## config.mk

```make
export PLATFORM = sky130hd
export DESIGN_NAME = pdm_capture_flat
export DESIGN_NICKNAME = d
export VERILOG_FILES = /design/src/rtl/pdm_capture_if.sv /design/src/rtl/pdm_capture.sv /design/src/flat_wrapper.sv
export SDC_FILE = /design/constraint.sdc
export NUM_CORES = 1
export LEC_CHECK = 0
export ABC_AREA = 1
export BUFFER_PORTS_ARGS = -buffer_cell sky130_fd_sc_hd__buf_2
export CAP_MARGIN = 10
export CELL_PAD_IN_SITES_DETAIL_PLACEMENT = 1
export CELL_PAD_IN_SITES_GLOBAL_PLACEMENT = 1
export CORE_MARGIN = 2
export CORE_UTILIZATION = 43
export DETAILED_ROUTE_END_ITERATION = 10
export GPL_TIMING_DRIVEN = 0
export MAX_ROUTING_LAYER = met4
export PLACE_DENSITY = 0.87
export SYNTH_ARGS = -nofsm -noshare
export SYNTH_HDL_FRONTEND = slang
export SYNTH_SLANG_ARGS = --single-unit
```

## constraint.sdc

```tcl
create_clock -name mclk -period 3.2 [get_ports mclk]
set_input_delay 0.16 -clock mclk [delete_from_list [all_inputs] [get_ports mclk]]
set_output_delay 0.16 -clock mclk [all_outputs]
set_load 0.02 [all_outputs]
```

## src/rtl/pdm_capture_if.sv

```systemverilog
// Signal bundle between the PDM capture block and its consumer.
// The consumer side drives enable, micData and rd; the capture block drives the rest.
interface pdm_capture_if;
   logic        enable;
   logic        micData;
   logic        rd;
   logic        micLRSel;
   logic [15:0] dout;
   logic        done;
   logic        valid;
   logic        overrun;

   modport master (
      output enable, micData, rd,
      input  micLRSel, dout, done, valid, overrun
   );

   modport slave (
      input  enable, micData, rd,
      output micLRSel, dout, done, valid, overrun
   );
endinterface

```

## src/rtl/pdm_capture.sv

```systemverilog
// PDM microphone capture: counts ones over DECIM-bit windows and publishes a
// saturated 16-bit PCM sample per window after a settling period.
module pdm_capture #(
   parameter int unsigned DECIM      = 128,
   parameter int unsigned SETTLE_WIN = 4
) (
   input logic         mclk,
   input logic         reset,
   pdm_capture_if.slave bus
);

   localparam int unsigned CntW = $clog2(DECIM);
   localparam int unsigned AccW = CntW + 1;
   localparam int unsigned SetW = (SETTLE_WIN > 1) ? $clog2(SETTLE_WIN) : 1;
   localparam logic [CntW-1:0] CntLast    = CntW'(DECIM - 1);
   localparam logic [SetW-1:0] SettleLast = SetW'((SETTLE_WIN == 0) ? 0 : SETTLE_WIN - 1);

   typedef enum logic [1:0] {StIdle, StSettle, StRun} state_e;

   state_e            state_q, state_d;
   logic [CntW-1:0]   cnt_q, cnt_d;
   logic [AccW-1:0]   acc_q, acc_d;
   logic [SetW-1:0]   settle_q, settle_d;
   logic              s_q;
   logic [15:0]       dout_q, dout_d;
   logic              done_q, done_d;
   logic              valid_q, valid_d;
   logic              overrun_q, overrun_d;

   logic              window_end;
   logic              publish;
   logic [AccW-1:0]   ones;
   logic signed [31:0] pcm_wide;
   logic [15:0]       pcm_sat;

   assign window_end = (cnt_q == CntLast);
   assign ones       = acc_q + AccW'(s_q);

   // (2*ones - DECIM) * 256, clamped to the signed 16-bit range
   always_comb begin
      pcm_wide = ($signed({{(32 - AccW){1'b0}}, ones}) * 2 - $signed(DECIM)) * 256;
      if (pcm_wide > 32'sd32767) begin
         pcm_sat = 16'h7fff;
      end else if (pcm_wide < -32'sd32768) begin
         pcm_sat = 16'h8000;
      end else begin
         pcm_sat = pcm_wide[15:0];
      end
   end

   always_comb begin
      state_d   = state_q;
      cnt_d     = cnt_q;
      acc_d     = acc_q;
      settle_d  = settle_q;
      dout_d    = dout_q;
      done_d    = 1'b0;
      valid_d   = valid_q;
      overrun_d = overrun_q;
      publish   = 1'b0;

      case (state_q)
         StIdle: begin
            cnt_d    = '0;
            acc_d    = '0;
            settle_d = '0;
            if (bus.enable) begin
               state_d   = (SETTLE_WIN == 0) ? StRun : StSettle;
               overrun_d = 1'b0;
            end
         end
         StSettle, StRun: begin
            if (!bus.enable) begin
               // partial window is dropped; held sample stays visible
               state_d  = StIdle;
               cnt_d    = '0;
               acc_d    = '0;
               settle_d = '0;
            end else if (window_end) begin
               cnt_d = '0;
               acc_d = '0;
               if (state_q == StSettle) begin
                  settle_d = settle_q + 1'b1;
                  if (settle_q == SettleLast) begin
                     state_d  = StRun;
                     settle_d = '0;
                  end
               end else begin
                  publish = 1'b1;
               end
            end else begin
               cnt_d = cnt_q + 1'b1;
               acc_d = ones;
            end
         end
         default: state_d = StIdle;
      endcase

      if (publish) begin
         dout_d  = pcm_sat;
         done_d  = 1'b1;
         valid_d = 1'b1;
         if (valid_q && !bus.rd) begin
            overrun_d = 1'b1;
         end
      end else if (valid_q && bus.rd) begin
         valid_d = 1'b0;
      end
   end

   always_ff @(posedge mclk) begin
      if (reset) begin
         state_q   <= StIdle;
         cnt_q     <= '0;
         acc_q     <= '0;
         settle_q  <= '0;
         s_q       <= 1'b0;
         dout_q    <= '0;
         done_q    <= 1'b0;
         valid_q   <= 1'b0;
         overrun_q <= 1'b0;
      end else begin
         state_q   <= state_d;
         cnt_q     <= cnt_d;
         acc_q     <= acc_d;
         settle_q  <= settle_d;
         s_q       <= bus.micData;
         dout_q    <= dout_d;
         done_q    <= done_d;
         valid_q   <= valid_d;
         overrun_q <= overrun_d;
      end
   end

   assign bus.micLRSel = 1'b0;
   assign bus.dout     = dout_q;
   assign bus.done     = done_q;
   assign bus.valid    = valid_q;
   assign bus.overrun  = overrun_q;

endmodule

```

## src/flat_wrapper.sv

```systemverilog
// flat-port wrapper written by rule: the top's interface ports become plain ports
module pdm_capture_flat 
#(
   parameter int unsigned DECIM      = 128,
   parameter int unsigned SETTLE_WIN = 4
)
  (mclk, reset, bus_enable, bus_micData, bus_rd, bus_micLRSel, bus_dout, bus_done, bus_valid, bus_overrun);
  pdm_capture_if bus_i ();
  input logic mclk;
  input logic reset;
  input wire logic [$bits(bus_i.enable)-1:0] bus_enable;
  input wire logic [$bits(bus_i.micData)-1:0] bus_micData;
  input wire logic [$bits(bus_i.rd)-1:0] bus_rd;
  output wire logic [$bits(bus_i.micLRSel)-1:0] bus_micLRSel;
  output wire logic [$bits(bus_i.dout)-1:0] bus_dout;
  output wire logic [$bits(bus_i.done)-1:0] bus_done;
  output wire logic [$bits(bus_i.valid)-1:0] bus_valid;
  output wire logic [$bits(bus_i.overrun)-1:0] bus_overrun;
  assign bus_i.enable = bus_enable;
  assign bus_i.micData = bus_micData;
  assign bus_i.rd = bus_rd;
  assign bus_micLRSel = bus_i.micLRSel;
  assign bus_dout = bus_i.dout;
  assign bus_done = bus_i.done;
  assign bus_valid = bus_i.valid;
  assign bus_overrun = bus_i.overrun;
  pdm_capture #(.DECIM(DECIM), .SETTLE_WIN(SETTLE_WIN)) u_core (.mclk(mclk), .reset(reset), .bus(bus_i));
endmodule
```

==> results by group, run 1 <==
Run
  – Max Cap Viol: 0

Pwr
  – Total Power: 1.16 mW
  – PD cells: 615 mW/mm^2
  – Max rail drop VDD: 0.000297 V
  – Lkg Pwr: ~0.98 nW

Place
  – Hpwl dp: 2.69 mm
  – GP Congestion: 0.780
  – Dpl cells: 283
  – Post-Place Setup Slack: 1.54 ns
  – # port buffers: 23

Die
  – Die W: 65.0 um
  – I/O pin count: 25
  – Core Footprint: ~0.0036 mm^2
  – Die area: 0.00423 mm^2
  – Initial core utilization: 44.4%
  – Die Y: 65.0 um
  – Placement row count: 22

Global routing
  – GRT overflow: 0
  – First-pass GRT wire length: between 6 and 7 mm
  – GR Util All Layers: between 10% and 20%
  – Pin count of the biggest net entering global routing: 11
  – Vias in the first global route: 1,370
  – Initial antenna violation count: 0

Clock network
  – Clk sinks: 31
  – Count of cells resized by post-cts repair: 0
  – Num CTS Buffers: 5
  – Worst-path clk slew: 0.07 ns
  – CTS H-tree lvls: 2
  – Maximum root-to-sink buffer count: 2
  – CTS tree: yes
  – Worst-Skew Late Latency: 0.29 ns
  – Clk root buf: clkbuf_8
  – # Post-CTS Setup Buffers: 0
  – Hold buffers post-CTS: 0

Routing
  – Post-DR wirelength/cell: 13.0 um
  – Initial DRC count: 67
  – Vias/cell: 4.77
  – Drc violations: 0
  – Final wirelength: ~3.8 mm
  – Antenna Nets Post-Route: 0
  – Drt first pass iters: 4
  – DR vias: 1,388

Timing
  – Final setup vio count: 0
  – Fmax: about 600 MHz
  – Min Tclk post-route: 1.66 ns
  – Slew Viols, Final: 0
  – Clock skew: 0.00639 ns
  – RSZ-0062 raised after global routing: no
  – Hold WS: 0.0733 ns
  – Worst Slack Setup Final: 1.54 ns
  – Final worst-path cycle share: about 52%
  – Setup TNS: 0 ns
  – Final number of hold-violating endpoints: 0

Cells and area
  – Fill cells: 467
  – Layout cells sized above 1: 23.9%
  – Fin cells: 291
  – P&R area growth vs syn: 18.3%
  – Most common cell after layout, fill and taps aside: nand2_1
  – Most frequent cells in the layout: nand2_1, nor2_1, dfxtp_1
  – Final #Nets: ~260
  – Antenna Cells: 0

Synthesis
  – Syn Inst Count: 212
  – Yosys warnings: 0
  – Top cells by area, synth: dfxtp_1, nand2_1, nor2_1, ha_1, inv_1
  – Post-synthesis sequential area ratio: 38.8%
  – Netlist Area Pre-Place: between 0.0015 and 0.002 mm^2
  – Number of synthesized register bits: 31
  – Syn_nets: 225
  – Yosys top cell area share: 38.8%
  – Mean Syn Cell Area: between 7 and 8 um^2
  – Area leader, netlist: dfxtp_1
  – Post-synth cell types: 24

Worst setup path
  – Max FO, Critical Path: 9
  – WP data required: 3.41 ns
  – Startpoint Class: flop
  – WS Path Type: reg -> reg
  – Critical Path End Type: flop
  – Crit path DAT: 1.87 ns

Worst hold path
  – Min-delay worst type: in -> reg

Run status
  – Outcome: completed
layer usage:
layer  vias to the layer above  track usage, %  wire, um
met1                       642            23.1      1710
met3                         8            5.90       174
li1                        706               -         -
met2                        32            31.4      1810
met4                         0            9.84        99
met5                         -               -         0
cells in the mapped netlist:
master	number
buf_6	1
nor2_4	3
nand3_2	2
a21oi_1	16
o21ai_1	7
nand2_1	41
xor2_1	7
nand3_1	10
nor2_1	31
conb_1	1
clkbuf_1	2
nor2_8	1
nor2_2	1
buf_4	9
xnor2_1	2
nand4_1	2
ha_1	8
o31ai_2	1
nand2_2	4
nand2_4	3
o21ai_0	2
inv_2	2
inv_1	25
dfxtp_1	31
where the power goes:
part | leakage, nW | switching (mW) | internal (mW)
clock network | 0.0612 | 0.151 | 0.252
logic | 0.670 | 0.223 | 0.106
registers | 0.251 | 0.0206 | 0.413
total | 0.981 | 0.394 | 0.770
cell families after synthesis:
group | Yosys count | synth area share, %
flops | 31 | 38.8
xor+xnor | 9 | 4.93
other cells | 1 | 0.234
compound gates | 26 | 8.60
fa+ha+maj | 8 | 6.26
simple gates | 98 | 29.5
buf+inv | 39 | 11.7
cell type report:
class	count	area, um^2	area share, %
inverters	27	101	5.35
well taps	48	60.1	3.17
flip-flops and latches	31	621	32.8
plain buffers	12	86.3	4.56
clock buffers	6	82.6	4.36
clock inverters	2	35.0	1.85
repair buffers	23	115	6.08
multi-input cells	142	792	41.8
path summary, 6_finish.rpt:
path	start	to	slack, ns	cells after the start
hold / removal	bus_micData	u_core.s_q	0.07	3
setup reg to reg	u_core.state_q[0]	u_core.acc_q[7]	1.54	8
setup / recovery	u_core.state_q[0]	u_core.acc_q[7]	1.54	8
hold reg to reg	u_core.bus.dout[15]	u_core.bus.dout[15]	0.47	2
flip-flops by register name (all words and copies together), names as in the netlist:
register,cells
u_core.settle_q,2
u_core.cnt_q,7
u_core.acc_q,8
u_core.bus.dout,8
u_core.state_q,2
u_core.bus.overrun,1
u_core.bus.done,1
u_core.bus.valid,1
u_core.s_q,1
per-stage QoR:
| step | util, % | area, um^2 |
|---|---|---|
| final | 52.5 | 1890 |
| after detailed placement | 49.2 | 1780 |
| after global placement | 49.2 | 1780 |
| after CTS | 52.5 | 1890 |
| after global routing | 52.5 | 1890 |
| after floorplan | - | 1600 |
worst max-delay path: stages, from the launching register on:
cell and delay [ns]:
dfxtp_1 0.36, inv_1 0.09, ha_1 0.29, nand2_2 0.09, nor2_2 0.14, inv_1 0.09, nor2_4 0.24, nand3_1 0.13
a21oi_1 0.15
Power figures use the tool's default switching activity.
==> inputs of run 2 (changes only) <==
CORE_UTILIZATION = 40   (was 43)
PLACE_DENSITY = 0.82   (was 0.87)
clock period = 1.6 ns   (was 3.2 ns; I/O delays follow)
==> results by group, run 2 (synthesis gave the netlist of run 1 again) <==
Run status
  – Outcome: completed (unchanged)

Cells and area
  – P&R area growth vs syn: 25.3% (was 18.3%)
  – Most frequent cells in the layout: nand2_1, nor2_1, dfxtp_1 (unchanged)
  – Most common cell after layout, fill and taps aside: nand2_1 (unchanged)
  – Fin cells: 299 (was 291)
  – FF+latch area: 623 um^2 (was 621 um^2)
  – Cell area after layout: 0.00200 mm^2 (was 0.00189 mm^2)
  – Multi-input gate area: 845 um^2 (was 792 um^2)
  – Final #Nets: 263 (was 255)
  – Fill cells: 487 (was 467)
  – Layout cells sized above 1: 29.9% (was 23.9%)
  – Antenna Cells: 0 (unchanged)

Global routing
  – Vias in the first global route: 1,297 (was 1,370)
  – Initial antenna violation count: 0 (unchanged)
  – GR Util All Layers: 18.2% (was 19.9%)
  – GRT overflow: 0 (unchanged)
  – First-pass GRT wire length: 5.83 mm (was 6.13 mm)
  – Pin count of the biggest net entering global routing: 11 (unchanged)

Worst setup path
  – Max incr delay on CP: 0.36 ns (about the same)
  – R2R Setup Slk: 0.01 ns (was 1.54 ns)
  – WP data required: 1.84 ns (was 3.41 ns)
  – Startpoint Class: flop (unchanged)
  – Crit path DAT: 1.83 ns (was 1.87 ns)
  – Delay-heaviest family, CP: simple AND/OR/NAND/NOR gates (unchanged)
  – Worst-case reg-to-reg path depth: 10 (was 8)
  – Reg2reg start: u_core.state_q[1] (was u_core.state_q[0])
  – Most common cell on crit path: nor2_1 (was inv_1)
  – Max FO, Critical Path: 5 (was 9)
  – Critical Path End Type: flop (unchanged)
  – WS Path Type: reg -> reg (unchanged)
  – Worst-path cell chain: inv_4 > ha_4 > nand2_4 > nor2_4 > clkinv_4 > nor2_8 > nor2_1 > nor2_1 > o21ai_1 > inv_1 (was inv_1 > ha_1 > nand2_2 > nor2_2 > inv_1 > nor2_4 > nand3_1 > a21oi_1)
  – Slowest cell on crit path: dfxtp_2 (was dfxtp_1)
  – Crit Reg-Reg Endpoint: u_core.bus.dout[14] (was u_core.acc_q[7])
  – Crit path buffers/inverters: 3 (was 2)

Pwr
  – PD cells: 1250 mW/mm^2 (was 615 mW/mm^2)
  – Switching share of power: 34.0% (was 33.9%)
  – NetSw: 0.851 mW (was 0.394 mW)
  – Lkg Pwr: 1.03 nW (was 0.981 nW)
  – Comb power frac: 32.6% (was 28.2%)
  – Clock power frac: 32.6% (was 34.6%)
  – Max rail drop VDD: 0.000475 V (was 0.000297 V)
  – Total Power: 2.50 mW (was 1.16 mW)
  – Pint: 1.65 mW (was 0.770 mW)
  – Flop pwr share: 34.9% (was 37.2%)

Timing
  – RSZ-0062 raised after global routing: yes (was no)
  – Final setup vio count: 0 (unchanged)
  – Hold WS: 0.0772 ns (was 0.0733 ns)
  – Final worst-path cycle share: 99.2% (was 51.8%)
  – Fmax: 630 MHz (was 603 MHz)
  – Setup TNS: 0 ns (unchanged)
  – Slew Viols, Final: 0 (unchanged)
  – Min Tclk post-route: 1.59 ns (was 1.66 ns)
  – Final number of hold-violating endpoints: 0 (unchanged)
  – Clock skew: 0.00656 ns (was 0.00639 ns)

Clock network
  – CTS H-tree lvls: 2 (unchanged)
  – Clk sinks: 31 (unchanged)
  – Num CTS Buffers: 5 (unchanged)
  – Clk root buf: clkbuf_8 (unchanged)
  – Maximum root-to-sink buffer count: 2 (unchanged)
  – Worst-path clk slew: 0.07 ns (about the same)
  – Worst-Skew Late Latency: 0.29 ns (about the same)
  – CTS tree: yes (unchanged)

Place
  – Hpwl dp: 2.54 mm (was 2.69 mm)
  – # port buffers: 23 (unchanged)
  – Dpl cells: 283 (unchanged)
  – Placed cell areas: 0.00178 mm^2 (unchanged)
  – GP Congestion: 0.733 (was 0.780)

Worst hold path
  – Worst hold path startpoint: bus_rd (was bus_micData)
  – Hold depth: 4 (was 3)
  – Min-delay worst type: in -> reg (unchanged)
  – Hold EP: u_core.bus.overrun (was u_core.s_q)

Routing
  – Post-DR wirelength/cell: 12.8 um (was 13.0 um)
  – Initial DRC count: 69 (was 67)
  – Drt first pass iters: 4 (unchanged)
  – DR vias: 1,419 (was 1,388)
  – Antenna Nets Post-Route: 0 (unchanged)
  – Vias/cell: 4.75 (was 4.77)
  – Final wirelength: 3.82 mm (was 3.79 mm)
  – Drc violations: 0 (unchanged)

Die
  – Die area: 0.00452 mm^2 (was 0.00423 mm^2)
  – Initial core utilization: 42.7% (was 44.4%)
  – Placement row count: 22 (unchanged)
  – Die Y: 67.3 um (was 65.0 um)
  – Die W: 67.3 um (was 65.0 um)
  – I/O pin count: 25 (unchanged)
  – Core Footprint: 0.00374 mm^2 (was 0.00361 mm^2)

Run
  – Max Cap Viol: 0 (unchanged)
==> run 2: repair_timing <==
action                     in CTS  in global routing
setup endpoints to repair       9                 14
hold endpoints to repair        1                  0
hold buffers                    1                  0
cloned                          1                  1
buffers inserted                1                  4
pin swaps                       2                 10
gates resized for setup         1                 15
==> run 2: how the worst max path moves through the flow <==
| stage | depth (start not counted) | slack (ns) | start | end |
|---|---|---|---|---|
| 2_1_floorplan | 9 | 0.15 | u_core.state_q[0] | u_core.bus.dout[9] |
| 3_3_place_gp | 8 | -0.005 | u_core.state_q[0] | u_core.acc_q[6] |
| 3_5_place_dp | 8 | -0.03 | u_core.state_q[0] | u_core.acc_q[6] |
| 4_1_cts | 9 | 0.02 | u_core.state_q[1] | u_core.bus.dout[9] |
| 5_1_grt | 10 | -0.10 | u_core.state_q[1] | u_core.bus.dout[14] |
| 6_report | 10 | 0.01 | u_core.state_q[1] | u_core.bus.dout[14] |
==> run 2: area by class of cell <==
| type | instances | area share [%] |
|---|---|---|
| flip-flops and latches | 31 | 31.1 |
| inverters | 27 | 5.43 |
| plain buffers | 12 | 4.37 |
| clock buffers | 6 | 4.12 |
| well taps | 48 | 3.00 |
| clock inverters | 2 | 1.75 |
| multi-input cells | 144 | 42.1 |
| repair buffers | 29 | 8.11 |
==> run 2: worst reg2reg max path, delay by kind of cell, from the launching register on <==
family | cells | cell delay (ns)
compound gates | 1 | 0.10
fa+ha+maj | 1 | 0.26
buf+inv | 3 | 0.22
flops | 1 | 0.36
simple gates | 5 | 0.60
==> run 2: power groups by stage <==
stage / sequential (mW) / clock (mW) / combinational, mW
6_report: 0.872 / 0.815 / 0.815
5_1_grt: 0.878 / 0.871 / 0.905
4_1_cts: 0.863 / 0.833 / 0.646
3_5_place_dp: 0.879 / 0 / 0.626
3_3_place_gp: 0.878 / 0 / 0.611
2_1_floorplan: 0.870 / 0 / 0.507
==> run 2: through the flow <==
step	util, %	worst slack [ns]
floorplan	-	0.147
global placement	47.4	-0.00538
detailed placement	47.4	-0.0274
CTS	51.2	0.0160
global route	53.5	-0.102
finish	53.5	0.0130
==> run 2: layer usage <==
layer	vias up	track usage (%)	share of wire, %
met2	26	28.3	48
met4	0	8.93	2.2
met1	662	21.4	46
met5	-	-	0
li1	721	-	-
met3	10	5.33	4.0
==> inputs of run 3 (changes only) <==
CORE_UTILIZATION = 28   (was 40)
PLACE_DENSITY = 0.63   (was 0.82)
==> results by group, run 3 (synthesis gave the netlist of run 1 again) <==
Global routing
  – First-pass GRT wire length: 6.40 mm (was 5.83 mm)
  – Vias in the first global route: 1,369 (was 1,297)
  – GR Util All Layers: 13.8% (was 18.2%)
  – GRT overflow: 0 (unchanged)
  – Initial antenna violation count: 0 (unchanged)
  – Pin count of the biggest net entering global routing: 11 (unchanged)

Worst setup path
  – Reg2reg start: u_core.state_q[1] (unchanged)
  – Crit path DAT: 1.73 ns (was 1.83 ns)
  – Crit path buffers/inverters: 3 (unchanged)
  – Max incr delay on CP: 0.36 ns (about the same)
  – Most common cell on crit path: nor2_4 (was nor2_1)
  – WS Path Type: reg -> reg (unchanged)
  – Worst-path cell chain: inv_4 > ha_4 > nand2_4 > nor2_4 > inv_2 > nor2_4 > buf_12 > nand2_1 > a21oi_1 (was inv_4 > ha_4 > nand2_4 > nor2_4 > clkinv_4 > nor2_8 > nor2_1 > nor2_1 > o21ai_1 > inv_1)
  – Critical Path End Type: flop (unchanged)
  – Delay-heaviest family, CP: simple AND/OR/NAND/NOR gates (unchanged)
  – Worst-case reg-to-reg path depth: 9 (was 10)
  – WP data required: 1.81 ns (was 1.84 ns)
  – Slowest cell on crit path: dfxtp_2 (unchanged)
  – Crit Reg-Reg Endpoint: u_core.acc_q[5] (was u_core.bus.dout[14])
  – Startpoint Class: flop (unchanged)
  – Max FO, Critical Path: 6 (was 5)
  – R2R Setup Slk: 0.08 ns (was 0.01 ns)

Pwr
  – Comb power frac: 38.7% (was 32.6%)
  – Max rail drop VDD: 0.000456 V (was 0.000475 V)
  – Pint: 1.52 mW (was 1.65 mW)
  – Switching share of power: 35.9% (was 34.0%)
  – Lkg Pwr: 0.991 nW (was 1.03 nW)
  – Flop pwr share: 37.5% (was 34.9%)
  – PD cells: 1170 mW/mm^2 (was 1250 mW/mm^2)
  – NetSw: 0.848 mW (was 0.851 mW)
  – Clock power frac: 23.8% (was 32.6%)

Place
  – Dpl cells: 307 (was 283)
  – Placed cell areas: 0.00181 mm^2 (was 0.00178 mm^2)
  – Hpwl dp: 2.77 mm (was 2.54 mm)
  – GP Congestion: 0.692 (was 0.733)
  – Post-Place Setup Slack: -0.111 ns (was -0.0274 ns)
  – # port buffers: 23 (unchanged)

Worst hold path
  – Hold depth: 3 (was 4)
  – Min-delay worst type: in -> reg (unchanged)
  – Hold EP: u_core.s_q (was u_core.bus.overrun)
  – Worst hold path startpoint: bus_micData (was bus_rd)

Cells and area
  – Antenna Cells: 0 (unchanged)
  – Fill cells: 699 (was 487)
  – Most frequent cells in the layout: nand2_1, nor2_1, dfxtp_1 (unchanged)
  – Fin cells: 321 (was 299)
  – Layout cells sized above 1: 30.5% (was 29.9%)
  – FF+latch area: 626 um^2 (was 623 um^2)
  – Most common cell after layout, fill and taps aside: nand2_1 (unchanged)
  – P&R area growth vs syn: 26.1% (was 25.3%)
  – Final #Nets: 263 (unchanged)
  – Cell area after layout: 0.00202 mm^2 (was 0.00200 mm^2)
  – Multi-input gate area: 853 um^2 (was 845 um^2)

Clock network
  – Maximum root-to-sink buffer count: 2 (unchanged)
  – Clk sinks: 31 (unchanged)
  – Worst-Skew Late Latency: 0.28 ns (was 0.29 ns)
  – CTS tree: yes (unchanged)
  – CTS H-tree lvls: 2 (unchanged)
  – Hold buffers post-CTS: 0 (was 1)
  – Num CTS Buffers: 5 (unchanged)
  – Clk root buf: clkbuf_8 (unchanged)
  – Worst-path clk slew: 0.06 ns (was 0.07 ns)

Die
  – Core Footprint: 0.00551 mm^2 (was 0.00374 mm^2)
  – Die W: 79.6 um (was 67.3 um)
  – Die Y: 79.6 um (was 67.3 um)
  – Initial core utilization: 29.1% (was 42.7%)
  – I/O pin count: 25 (unchanged)
  – Die area: 0.00634 mm^2 (was 0.00452 mm^2)
  – Placement row count: 27 (was 22)

Timing
  – RSZ-0062 raised after global routing: yes (unchanged)
  – Setup TNS: 0 ns (unchanged)
  – Slew Viols, Final: 0 (unchanged)
  – Final number of hold-violating endpoints: 0 (unchanged)
  – Worst Slack Setup Final: 0.0792 ns (was 0.0130 ns)
  – Min Tclk post-route: 1.52 ns (was 1.59 ns)
  – Fmax: 658 MHz (was 630 MHz)
  – Clock skew: 0.00504 ns (was 0.00656 ns)
  – Final setup vio count: 0 (unchanged)
  – Final worst-path cycle share: 95.1% (was 99.2%)

Run status
  – Outcome: completed (unchanged)

Routing
  – Final wirelength: 3.82 mm (about the same)
  – Drt first pass iters: 4 (unchanged)
  – Drc violations: 0 (unchanged)
  – Antenna Nets Post-Route: 0 (unchanged)
  – Vias/cell: 4.31 (was 4.75)
  – DR vias: 1,385 (was 1,419)
  – Post-DR wirelength/cell: 11.9 um (was 12.8 um)
  – Initial DRC count: 57 (was 69)

Run
  – Max Cap Viol: 0 (unchanged)
-- run 3: worst max path at each step --
stage / depth (start not counted) / slack (ns) / startpoint / to
final: 9 / 0.08 / u_core.state_q[1] / u_core.acc_q[5]
after global routing: 9 / -0.04 / u_core.state_q[1] / u_core.bus.dout[12]
after CTS: 9 / 0.03 / u_core.state_q[1] / u_core.bus.dout[10]
after detailed placement: 8 / -0.11 / u_core.state_q[0] / u_core.acc_q[6]
after global placement: 8 / -0.04 / u_core.state_q[0] / u_core.acc_q[7]
after floorplan: 9 / 0.15 / u_core.state_q[0] / u_core.bus.dout[9]
-- run 3: through the flow --
| stage | util, % | hold WS [ns] | power [mW] |
|---|---|---|---|
| after CTS | 35.4 | 0.00133 | 2.28 |
| after global placement | 32.8 | 0.297 | 1.50 |
| final | 36.7 | 0.00615 | 2.36 |
| after global routing | 36.7 | 0.00796 | 2.53 |
| after floorplan | - | 0.187 | 1.38 |
| after detailed placement | 32.8 | 0.300 | 1.54 |
-- run 3: layout make-up --
class                      instances  share of cell area, %
multi-input combinational        143                   42.3
clock buffer                       6                   3.60
tap                               72                   4.46
sequential                        31                   31.0
inverter                          27                   5.39
buffer                            12                   4.34
timing repair buffer              30                   8.93
-- run 3: power by group through the flow --
stage / sequential, mW / combinational, mW / clock [mW]
final: 0.887 / 0.915 / 0.561
after global routing: 0.895 / 1.02 / 0.614
after CTS: 0.870 / 0.826 / 0.585
after detailed placement: 0.883 / 0.655 / 0
after global placement: 0.879 / 0.623 / 0
after floorplan: 0.870 / 0.507 / 0
-- run 3: worst reg2reg max path: cells and delay by family (launching register included) --
kind / cells / cell delay [ns]
simple gates: 4 / 0.45
compound gates: 1 / 0.12
buf+inv: 3 / 0.25
fa+ha+maj: 1 / 0.27
flops: 1 / 0.36
-- run 3: per-layer routing --
layer,up-vias,global-route usage [%],wire (um)
met5,-,-,0
met4,0,5.69,74
met3,6,3.96,173
met2,26,22.4,1750
met1,631,16.1,1820
li1,722,-,-
-- run 3: timing repair --
| action | CTS | global route |
|---|---|---|
| pin swaps | 4 | 6 |
| setup buffers | 3 | 4 |
| hold endpoints to repair | 0 | 0 |
| setup endpoints to repair | 15 | 21 |
| resized for setup | 6 | 15 |
| cloned | 1 | 0 |
